--- config.mk ---
export PLATFORM = sky130hd
export DESIGN_NAME = rmap_cmd_encoder
export DESIGN_NICKNAME = d
export VERILOG_FILES = /design/src/rtl/rmap_pkg.sv /design/src/rtl/rmap_crc8.sv /design/src/rtl/rmap_cmd_encoder.sv
export SDC_FILE = /design/constraint.sdc
export NUM_CORES = 1
export LEC_CHECK = 0
export ABC_AREA = 1
export ABC_CLOCK_PERIOD_IN_PS = 2900
export BUFFER_PORTS_ARGS = -buffer_cell sky130_fd_sc_hd__buf_2
export CAP_MARGIN = 20
export CORE_MARGIN = 2
export CORE_UTILIZATION = 35
export DETAILED_ROUTE_END_ITERATION = 16
export PLACE_DENSITY = 0.5
export REMOVE_ABC_BUFFERS = 1
export SETUP_SLACK_MARGIN = 0.4
export SLEW_MARGIN = 40
export SYNTH_ARGS = -nofsm -noshare
export SYNTH_HDL_FRONTEND = slang
export SYNTH_SLANG_ARGS = --single-unit
--- constraint.sdc ---
create_clock -name clk -period 2.9 [get_ports clk]
set_input_delay 0.58 -clock clk [delete_from_list [all_inputs] [get_ports clk]]
set_output_delay 0.58 -clock clk [all_outputs]
set_load 0.02 [all_outputs]
--- src/rtl/rmap_pkg.sv ---
// Shared RMAP protocol constants, FSM encodings and the CRC-8 table/update helpers.
// The RMAP_PATH_ADDR_EN build option selects the path-address prefix; it is described in rmap_cmd_encoder.sv.
package rmap_pkg;

  localparam logic [7:0] PROTOCOL_ID  = 8'h01;
  localparam logic [1:0] PKT_TYPE_CMD = 2'b01;

  localparam int INSTR_WRITE_BIT  = 5;
  localparam int INSTR_VERIFY_BIT = 4;
  localparam int INSTR_REPLY_BIT  = 3;
  localparam int INSTR_INC_BIT    = 2;

  localparam logic [8:0] EOP = 9'h100;
  localparam logic [8:0] EEP = 9'h101;

  typedef logic [2:0] state_t;
  localparam state_t ST_IDLE = 3'd0;
  localparam state_t ST_PATH = 3'd1;
  localparam state_t ST_HDR  = 3'd2;
  localparam state_t ST_HCRC = 3'd3;
  localparam state_t ST_DATA = 3'd4;
  localparam state_t ST_DCRC = 3'd5;
  localparam state_t ST_EOP  = 3'd6;

  // Reflected form of x^8+x^2+x+1, data fed LSB first (table[1] = 0x91).
  function automatic logic [255:0][7:0] gen_crc_table();
    logic [255:0][7:0] t;
    logic [7:0]        c;
    for (int i = 0; i < 256; i++) begin
      c = 8'(i);
      for (int b = 0; b < 8; b++) begin
        c = c[0] ? ((c >> 1) ^ 8'hE0) : (c >> 1);
      end
      t[i] = c;
    end
    return t;
  endfunction

  localparam logic [255:0][7:0] CRC_TABLE = gen_crc_table();

  function automatic logic [7:0] crc8(input logic [7:0] crc, input logic [7:0] data);
    return CRC_TABLE[crc ^ data];
  endfunction

  function automatic logic [7:0] instr_byte(input logic w, input logic v, input logic r,
                                            input logic inc, input logic [1:0] ral_words);
    logic [7:0] b;
    b                   = {PKT_TYPE_CMD, 6'b0};
    b[INSTR_WRITE_BIT]  = w;
    b[INSTR_VERIFY_BIT] = v;
    b[INSTR_REPLY_BIT]  = r;
    b[INSTR_INC_BIT]    = inc;
    b[1:0]              = ral_words;
    return b;
  endfunction

endpackage

--- src/rtl/rmap_crc8.sv ---
// Byte-wise RMAP CRC-8 register; init reseeds to zero and takes priority over enable.
module rmap_crc8
  import rmap_pkg::*;
(
  input  logic       clk,
  input  logic       rst,
  input  logic       init_i,
  input  logic       en_i,
  input  logic [7:0] data_i,
  output logic [7:0] crc_o
);

  logic [7:0] crc_q;

  always_ff @(posedge clk or negedge rst) begin
    if (!rst) begin
      crc_q <= 8'h00;
    end else if (init_i) begin
      crc_q <= 8'h00;
    end else if (en_i) begin
      crc_q <= crc8(crc_q, data_i);
    end
  end

  assign crc_o = crc_q;

endmodule

--- src/rtl/rmap_cmd_encoder.sv ---
// RMAP command packet builder writing {flag, byte} words into the SpaceWire TX FIFO.
// Build option RMAP_PATH_ADDR_EN adds a path-address prefix that is kept out of the header CRC.
//
// state | meaning
// IDLE  | waiting for start
// PATH  | emitting path-address prefix bytes
// HDR   | emitting header bytes, index 0..14+replyAddrLen
// HCRC  | emitting header CRC, reseeding the CRC for data
// DATA  | forwarding write data bytes, down-counter on length
// DCRC  | emitting data CRC
// EOP   | emitting EOP (or EEP after abort), then done
module rmap_cmd_encoder
  import rmap_pkg::*;
#(
  parameter int MAX_DATA_LEN = 256
`ifdef RMAP_PATH_ADDR_EN
  , parameter int PATH_MAX = 4
`endif
) (
  input  logic          clk,
  input  logic          rst,
  input  logic          start,
  input  logic          cmdWrite,
  input  logic          cmdVerify,
  input  logic          cmdReply,
  input  logic          cmdIncrement,
  input  logic [7:0]    key,
  input  logic [7:0]    targLogAddr,
  input  logic [7:0]    initLogAddr,
  input  logic [15:0]   transID,
  input  logic [7:0]    extAddr,
  input  logic [31:0]   addr,
  input  logic [23:0]   dataLen,
  input  logic [95:0]   replyAddr,
  input  logic [3:0]    replyAddrLen,
`ifdef RMAP_PATH_ADDR_EN
  input  logic [8*PATH_MAX-1:0] pathAddr,
  input  logic [2:0]    pathLen,
`endif
  input  logic          abort,
  input  logic [7:0]    dataByte,
  input  logic          dataValid,
  output logic          dataReady,
  output logic          txWriteEnable,
  output logic [8:0]    txDataIn,
  input  logic          txFull,
  output logic          busy,
  output logic          done,
  output logic          cmdInvalid
);

  state_t          state_q, state_d;
  logic [4:0]      idx_q, idx_d;
  logic [4:0]      hdr_last_q, hdr_last_d;
  logic [26:0][7:0] hdr_q, hdr_d;
  logic [23:0]     cnt_q, cnt_d;
  logic            write_q, write_d;
  logic            eep_q, eep_d;
  logic            done_q, done_d;
  logic            inv_q, inv_d;

  logic            crc_init, crc_en;
  logic [7:0]      crc_data, crc_val;
  logic            wr;
  logic [8:0]      wdata;
  logic            ready;
  logic            start_ok;
  logic            ral_ok, len_ok, path_ok;
  logic [183:0]    body, body_sh;
  logic [7:0]      hdr_byte;

`ifdef RMAP_PATH_ADDR_EN
  logic [PATH_MAX-1:0][7:0] path_q, path_d;
  logic [2:0]      pidx_q, pidx_d;
  logic [2:0]      plen_q, plen_d;

  assign path_ok = (32'(pathLen) <= PATH_MAX);
`else
  assign path_ok = 1'b1;
`endif

  assign ral_ok   = (replyAddrLen == 4'd0) || (replyAddrLen == 4'd4) ||
                    (replyAddrLen == 4'd8) || (replyAddrLen == 4'd12);
  assign len_ok   = !cmdWrite || (dataLen <= 24'(MAX_DATA_LEN));
  assign start_ok = ral_ok && len_ok && path_ok;

  // Left-justify so only the last replyAddrLen reply bytes precede the fixed tail.
  assign body    = {replyAddr, initLogAddr, transID, extAddr, addr, dataLen};
  assign body_sh = body << (8 * (32'd12 - 32'(replyAddrLen)));

  assign hdr_byte = hdr_q[5'd26 - idx_q];

  always_comb begin
    state_d    = state_q;
    idx_d      = idx_q;
    hdr_last_d = hdr_last_q;
    hdr_d      = hdr_q;
    cnt_d      = cnt_q;
    write_d    = write_q;
    eep_d      = eep_q;
    done_d     = 1'b0;
    inv_d      = 1'b0;
    crc_init   = 1'b0;
    crc_en     = 1'b0;
    crc_data   = 8'h00;
    wr         = 1'b0;
    wdata      = 9'h000;
    ready      = 1'b0;
`ifdef RMAP_PATH_ADDR_EN
    path_d     = path_q;
    pidx_d     = pidx_q;
    plen_d     = plen_q;
`endif

    case (state_q)
      ST_IDLE: begin
        if (start) begin
          if (start_ok) begin
            hdr_d      = {targLogAddr, PROTOCOL_ID,
                          instr_byte(cmdWrite, cmdVerify, cmdReply, cmdIncrement, replyAddrLen[3:2]),
                          key, body_sh};
            hdr_last_d = 5'd14 + {1'b0, replyAddrLen};
            idx_d      = 5'd0;
            cnt_d      = dataLen;
            write_d    = cmdWrite;
            eep_d      = 1'b0;
            crc_init   = 1'b1;
`ifdef RMAP_PATH_ADDR_EN
            path_d     = pathAddr << (8 * (PATH_MAX - 32'(pathLen)));
            pidx_d     = 3'd0;
            plen_d     = pathLen;
            state_d    = (pathLen != 3'd0) ? ST_PATH : ST_HDR;
`else
            state_d    = ST_HDR;
`endif
          end else begin
            inv_d = 1'b1;
          end
        end
      end
`ifdef RMAP_PATH_ADDR_EN
      ST_PATH: begin
        wdata = {1'b0, path_q[PATH_MAX-1]};
        if (!txFull) begin
          wr     = 1'b1;
          path_d = path_q << 8;
          pidx_d = pidx_q + 3'd1;
          if (pidx_q + 3'd1 == plen_q) state_d = ST_HDR;
        end
      end
`endif
      ST_HDR: begin
        wdata = {1'b0, hdr_byte};
        if (!txFull) begin
          wr       = 1'b1;
          crc_en   = 1'b1;
          crc_data = hdr_byte;
          idx_d    = idx_q + 5'd1;
          if (idx_q == hdr_last_q) state_d = ST_HCRC;
        end
      end
      ST_HCRC: begin
        wdata = {1'b0, crc_val};
        if (!txFull) begin
          wr       = 1'b1;
          crc_init = 1'b1;
          if (!write_q)             state_d = ST_EOP;
          else if (cnt_q == 24'd0)  state_d = ST_DCRC;
          else                      state_d = ST_DATA;
        end
      end
      ST_DATA: begin
        ready = !txFull;
        wdata = {1'b0, dataByte};
        if (dataValid && !txFull) begin
          wr       = 1'b1;
          crc_en   = 1'b1;
          crc_data = dataByte;
          cnt_d    = cnt_q - 24'd1;
          if (cnt_q == 24'd1) state_d = ST_DCRC;
        end
      end
      ST_DCRC: begin
        wdata = {1'b0, crc_val};
        if (!txFull) begin
          wr      = 1'b1;
          state_d = ST_EOP;
        end
      end
      ST_EOP: begin
        wdata = eep_q ? EEP : EOP;
        if (!txFull) begin
          wr      = 1'b1;
          done_d  = 1'b1;
          state_d = ST_IDLE;
        end
      end
      default: state_d = ST_IDLE;
    endcase

    // Once the terminator state is reached the normal EOP stands even if abort arrives.
    if (abort && (state_q != ST_IDLE) && (state_q != ST_EOP)) begin
      state_d = ST_EOP;
      eep_d   = 1'b1;
    end
  end

  always_ff @(posedge clk or negedge rst) begin
    if (!rst) begin
      state_q    <= ST_IDLE;
      idx_q      <= 5'd0;
      hdr_last_q <= 5'd0;
      hdr_q      <= '0;
      cnt_q      <= 24'd0;
      write_q    <= 1'b0;
      eep_q      <= 1'b0;
      done_q     <= 1'b0;
      inv_q      <= 1'b0;
`ifdef RMAP_PATH_ADDR_EN
      path_q     <= '0;
      pidx_q     <= 3'd0;
      plen_q     <= 3'd0;
`endif
    end else begin
      state_q    <= state_d;
      idx_q      <= idx_d;
      hdr_last_q <= hdr_last_d;
      hdr_q      <= hdr_d;
      cnt_q      <= cnt_d;
      write_q    <= write_d;
      eep_q      <= eep_d;
      done_q     <= done_d;
      inv_q      <= inv_d;
`ifdef RMAP_PATH_ADDR_EN
      path_q     <= path_d;
      pidx_q     <= pidx_d;
      plen_q     <= plen_d;
`endif
    end
  end

  rmap_crc8 u_crc (
    .clk    (clk),
    .rst    (rst),
    .init_i (crc_init),
    .en_i   (crc_en),
    .data_i (crc_data),
    .crc_o  (crc_val)
  );

  assign txWriteEnable = wr;
  assign txDataIn      = wr ? wdata : 9'h000;
  assign dataReady     = ready;
  assign busy          = (state_q != ST_IDLE);
  assign done          = done_q;
  assign cmdInvalid    = inv_q;

endmodule

==> impl_metrics.toml, run 1 <==
[clock_network]
cts-buffers-inserted = 34
clock-sinks = 255
htreeDepth = 2
clk_latency_ps = 540
cts_tree = "built"
clk_path_buf_depth = 3
clkSlewWorstSetupHoldPaths_ps = 60
cts_root_buffer = "clkbuf_16"

[sta]
slew_violations = 0
min_period_ps = 3213
finalClockSkew_ps = 26.16
hold_viol_final = 0
tightest_slew_ps = 663.4
hold_ws_ps = 7.921
clock.fmax_mhz = 311.2
rsz0062_at_grt = "yes"
finalWorstSetupSlack_ps = -313.4
setup_viol_count_final = 8
tns_ps = -2301
slew_headroom_pct = 55.61
post-route-period-util_pct = 110.8

[logic_synthesis]
ys_async_sr_fraction_pct = 100.0
synthCells = 3203
synth_area_leader_cell = "dfrtp_1"
synth_edf_count = 0
ys_seq_area_share_pct = 31.17
yosysWarnings = 0
yosys_register_bits = 255
avgSynthCellArea_um2 = 6.391
synth_top_area_share_pct = 31.17
synth_area_leaders = "dfrtp_1, nand2_1, nand3_1, o21ai_0, o21ai_1"
synth-main-ff-cell = "dfrtp_1"
ys_types = 53
synth_area_um2 = 20470

[routing]
wl_per_cell_um = 19.37
viasPerCell = 5.485
highest_layer = "met4"
drc = 0
met1_length_um = 37680
route.met2.wl_um = 36840
dr.pass1.iters = 6
postRouteAntennaNets = 0
vias = 22860
first_iter_violations = 1943
wl_met3_um = 4543
wl_um = 80720

[layout]
fin_area_um2 = 25620
finish.net_count = 3608
area_growth_pct = 25.16
seqCellArea_um2 = 6387
fillers = 6143
drive_above_1_share_pct = 18.37
multiInputGateArea_um2 = 13190
num_antenna_cells = 0
finish.utilization_pct = 44.32

[die]
dieArea_um2 = 60430
die_w_um = 245.8
rows = 88
start_util_pct = 35.41
die_h_um = 245.8
num_io_pins = 236
coreArea_um2 = 57810

[run_status]
violations = "negative setup slack"
status = "finished, violations left"

[place]
routabilityCongestion = 0.9516
hpwl_um = 55240
port_buffers = 235
placed_area_um2 = 23120

[hold_path]
holdCritPathClass = "in -> async"

[flow_run]
drv_cap = 0

[setup_path]
critical_path_class = "reg -> out"
cp_slowest_stage_delay_ps = 500
crit_required_ps = 2320
cp-end-kind = "primary output"
crit_slowest_cell = "dfrtp_4"
critPathArrivalTime_ps = 2630
path_common_cell = "nand2_1"
cp_top_family = "buffers and inverters"
start_kind = "register"
path_buf_inv = 5
r2r_setup_slack_ps = 200
critical_path.max_fanout = 5
path_cells = "ha_4 > buf_6 > nand2_4 > nand2_4 > buf_12 > nor2_4 > buf_6 > buf_4 > nand2_1 > nand2_1 > nand3_1 > nand2_2 > nand2_1 > a31oi_1 > buf_4"

[global_routing]
grtUsageTotal_pct = 25.71
grt_start_max_net_pins = 132
grt_pass1_vias = 21430
grt-ovfl-total = 0
grt_antenna_before_repair = 0
grt_pass1_wl_um = 122900

[power]
p_leak_nw = 12.03
ir_worst_vdd_v = 0.0005637
power.total_mw = 25.23
power.density_nw_per_um2 = 984.9
-- power breakdown --
group	leakage (nW)	internal (mW)	total, mW	switching, mW
Sequential	3.29	4.97	5.99	1.02
Clock	0.581	2.80	4.51	1.71
Combinational	8.16	5.65	14.7	9.09
Total	12.0	13.4	25.2	11.8
-- metal layers --
metal	vias up	track usage, %
met3	96	2.805
met2	693	41.31
li1	11160	-
met1	10920	36.54
met5	-	0
met4	0	6.809
-- cells by family after synthesis --
logic type	synth area share, %
XOR/XNOR	0.6724
AO/OA/AOI/OAI	20.75
buffers and inverters	8.142
adder cells (fa/ha/maj)	0.4890
AND/OR/NAND/NOR	34.13
flip-flops	31.17
multiplexers	4.645
-- worst reg2reg max path: stages, from the launching register on --
cell and delay [ps]:
dfrtp_4 500, ha_4 170, buf_6 130, inv_4 50
nand2_4 40, nand2_4 90, buf_12 180, buf_12 180
nand3_4 100, nand3_4 90, nand3_4 80, nand2_4 100
nand2_1 100, nand2_1 100, nand2_1 60, nand2_2 60
ha_2 260, nand3b_1 150, nand3_1 80, nand2_1 70
-- per-stage QoR --
step                      cells  worst slack, ps
after floorplan            2944            -6486
after global placement     4080            34.79
after detailed placement   4080            8.542
after CTS                  4158           -320.1
after global routing       4168           -403.6
final                      4168           -313.4
-- path summary, 6_finish.rpt --
kind                                         from                    endpoint  cells after the start
max                          idx_q[0]$_DFFE_PN0P_                 txDataIn[6]                     15
min                                           rst      hdr_q[184]$_DFFE_PN0P_                      1
max reg2reg                  idx_q[0]$_DFFE_PN0P_  u_crc.crc_o[5]$_DFFE_PN0P_                     19
min reg2reg                hdr_q[200]$_DFFE_PN0P_      hdr_q[200]$_DFFE_PN0P_                      2
max in group asynchronous                     rst      hdr_q[159]$_DFFE_PN0P_                      2
min in group clk                           key[0]      hdr_q[184]$_DFFE_PN0P_                      3
-- sequential cells by signal, summed over array words and instances (netlist names) --
register	flops
hdr_q	207
cnt_q	24
u_crc.crc_o	8
hdr_last_q	5
idx_q	5
state_q	3
cmdInvalid	1
done	1
eep_q	1
-- layout by cell type, fill, tap and decap left out, types with 20 or more instances in the layout --
cell / count
nand2_1: 1043
nand3_1: 308
o21ai_0: 291
dfrtp_1: 252
buf_2: 223
o21ai_1: 222
nor2_1: 157
inv_1: 95
mux2i_1: 95
buf_4: 92
a21oi_1: 69
buf_12: 53
nand3_2: 50
o31ai_1: 45
clkbuf_16: 38
o211ai_1: 36
a31oi_1: 28
nand2_2: 26
a22o_1: 25
o22ai_1: 25
nand3_4: 20
-- synthesized netlist by cell type (all sizes together) (26+ instances only) --
cell type and number:
buf 147, nand2 1083, o21ai 513, mux2i 95, o211ai 36, nand3 378
o31ai 45, a31oi 28, nor2 169, clkbuf 112, dfrtp 255, a21oi 75
inv 121, or2 26
-- cell type report --
type / count / share of cell area [%]
clock buffer: 51 / 4.005
clock inverter: 10 / 0.6105
inverter: 123 / 2.012
multi-input combinational: 2566 / 51.46
sequential: 255 / 24.93
tap: 765 / 3.736
timing repair buffer: 397 / 13.20
timing repair inverter: 1 / 0.04395
-- timing repair --
action	in CTS	in global routing
resized for setup	119	108
cloned	8	4
buffers inserted	9	6
hold buffers	0	0
endpoints found under the setup margin	17	23
pin swaps	27	40
hold endpoints to repair	0	0
Power figures use the tool's default switching activity.
==> run 2, diff against run 1 <==
Settings changed: CELL_PAD_IN_SITES_DETAIL_PLACEMENT set to 1, CELL_PAD_IN_SITES_GLOBAL_PLACEMENT set to 1, PLACE_DENSITY 0.5 to 0.68.
==> run 2 against run 1 <==
Net effect:
- the run still ends with negative setup slack left
- die area stayed put
- via count grew 4.3%
- cell count is 0.72% higher
- highest routed layer unchanged
- design area down 0.90%
- clock power down 8.6%
- worst hold slack better by 220 ps
- non-clock buffer count increased by 37
- critical path type unchanged
- power decreased by 3.3%
- combinational power fell by 4%
- maximum frequency is 0.57% lower
==> impl_metrics.toml, run 2 (synthesis results as in run 1) <==
[run_status]
violations = "negative setup slack"
status = "finished, violations left"

[sta]
hold_ws_ps = 224.8
tightest_slew_ps = 672.4
clock.fmax_mhz = 309.4
rsz0062_at_grt = "yes"
post-route-period-util_pct = 111.4
setup_viol_count_final = 8
slew_violations = 0
finalWorstSetupSlack_ps = -331.6
slew_headroom_pct = 55.17
finalClockSkew_ps = 19.19
hold_viol_final = 0
min_period_ps = 3232

[die]
rows = 88
start_util_pct = 35.41
num_io_pins = 236
coreArea_um2 = 57810
dieArea_um2 = 60430
die_h_um = 245.8
die_w_um = 245.8

[clock_network]
cts-buffers-inserted = 34
clock-sinks = 255
cts_root_buffer = "clkbuf_16"
clk_path_buf_depth = 3
clk_latency_ps = 560
clkSlewWorstSetupHoldPaths_ps = 60
htreeDepth = 2
cts_tree = "built"

[layout]
final_cells = 4198
multiInputGateArea_um2 = 12950
top_register = "hdr_q"
final_common_cell = "nand2_1"
largest_reg_flops = 207
seqCellArea_um2 = 6386
finish.net_count = 3644
mostFrequentLayoutCells = "nand2_1, nand3_1, o21ai_0, dfrtp_1"
area_growth_pct = 24.03
fin_area_um2 = 25390
finish.utilization_pct = 43.92
drive_above_1_share_pct = 18.01
fillers = 7487

[setup_path]
cp-end-kind = "primary output"
cp_slowest_stage_delay_ps = 520
path_cells = "ha_4 > nand2_2 > nand2_8 > nor2_4 > buf_4 > nand2_1 > nand2_1 > nand3_2 > nand2_4 > nand2_1 > a31oi_1 > buf_4"
crit_slowest_cell = "dfrtp_4"
critical_path_class = "reg -> out"
start_kind = "register"
cp_top_family = "simple AND/OR/NAND/NOR gates"
critPathArrivalTime_ps = 2650
path_common_cell = "nand2_1"
path_buf_inv = 2
crit_required_ps = 2320
critical_path.max_fanout = 8

[place]
placed_area_um2 = 23070
routabilityCongestion = 0.9847
port_buffers = 235
pre_cts_ws_ps = -115.2
dp_cells = 4093
hpwl_um = 62890

[global_routing]
grt_antenna_before_repair = 1
grtUsageTotal_pct = 28.88
grt_pass1_wl_um = 138900
grt_pass1_vias = 24550
grt_start_max_net_pins = 103
grt-ovfl-total = 0

[routing]
first_iter_violations = 1567
vias = 23850
wl_um = 88940
postRouteAntennaNets = 0
dr.pass1.iters = 6
drc = 0
viasPerCell = 5.680
wl_per_cell_um = 21.19

[hold_path]
holdCritPathClass = "in -> reg"

[flow_run]
drv_cap = 0

[power]
power.density_nw_per_um2 = 961.1
ir_worst_vdd_v = 0.0005184
p_leak_nw = 11.99
[run 2: cell count changes in the layout (fill, tap and decap cells not counted), sizes merged]
cell         change
clkbuf           -3
clkinv           +3
bufbuf           +1
inv              -5
diode            +1
dlygate4sd3      +1
buf             +36
bufinv           -4
[run 2: cell type report]
| cell class | count | area share, % |
|---|---|---|
| antenna | 1 | 0.009857 |
| clock buffer | 49 | 3.982 |
| clock inverter | 5 | 0.1232 |
| inverter | 123 | 1.996 |
| multi-input combinational | 2566 | 51.00 |
| sequential | 255 | 25.15 |
| tap | 765 | 3.770 |
| timing repair buffer | 434 | 13.96 |
[run 2: stage by stage]
stage,setup TNS [ps],total power [mW]
6_report,-2260,24.40
5_1_grt,-3271,25.96
3_5_place_dp,-2774,17.13
3_3_place_gp,-544.2,16.73
4_1_cts,-2183,23.39
2_1_floorplan,-1247250,12.63
[run 2: worst paths after layout]
path                                   startpoint                    endpoint  slack, ps  cells past startpoint
max                          idx_q[0]$_DFFE_PN0P_                 txDataIn[1]       -330                     12
min                                        key[7]      hdr_q[191]$_DFFE_PN0P_        220                      3
max reg2reg                  idx_q[0]$_DFFE_PN0P_  u_crc.crc_o[5]$_DFFE_PN0P_         10                     18
min reg2reg                hdr_q[200]$_DFFE_PN0P_      hdr_q[200]$_DFFE_PN0P_        480                      2
max in group asynchronous                     rst       hdr_q[59]$_DFFE_PN0P_       1520                      3
min in group asynchronous                     rst      hdr_q[120]$_DFFE_PN0P_        540                      2
[run 2: timing repair]
action / 4_1_cts / 5_1_grt
endpoints found under the hold margin: 45 / 0
hold buffers: 1 / 0
gates cloned: 10 / 2
pin swaps: 27 / 17
buffers inserted: 29 / 8
endpoints found under the setup margin: 20 / 81
resized for setup: 110 / 68
[run 2: where the power goes]
part / total, mW / switching, mW / internal (mW) / leakage, nW
logic: 14.1 / 8.58 / 5.57 / 8.18
registers: 6.14 / 1.17 / 4.97 / 3.29
clock network: 4.12 / 1.71 / 2.41 / 0.516
total: 24.4 / 11.5 / 12.9 / 12.0
[run 2: layer usage]
metal	vias to the layer above	GRT usage (%)	part of all wire [%]
li1	11210	-	-
met1	11770	38.70	45
met2	686	47.42	46
met3	179	3.940	5.4
met4	0	10.27	3.6
met5	-	0	0
[run 2: worst reg2reg max path, cell delays in order, from the launching register on]
cell	delay (ps)
dfrtp_4	520
ha_4	200
inv_2	70
nand2_4	60
nand2_8	180
clkinv_8	190
nand3_1	140
nand3_2	110
nand3_1	110
nand2_2	110
buf_4	150
nand2_1	100
nand2_1	90
nand2_1	100
nand2_2	70
ha_1	270
nand3b_1	150
nand3_1	90
nand2_1	60
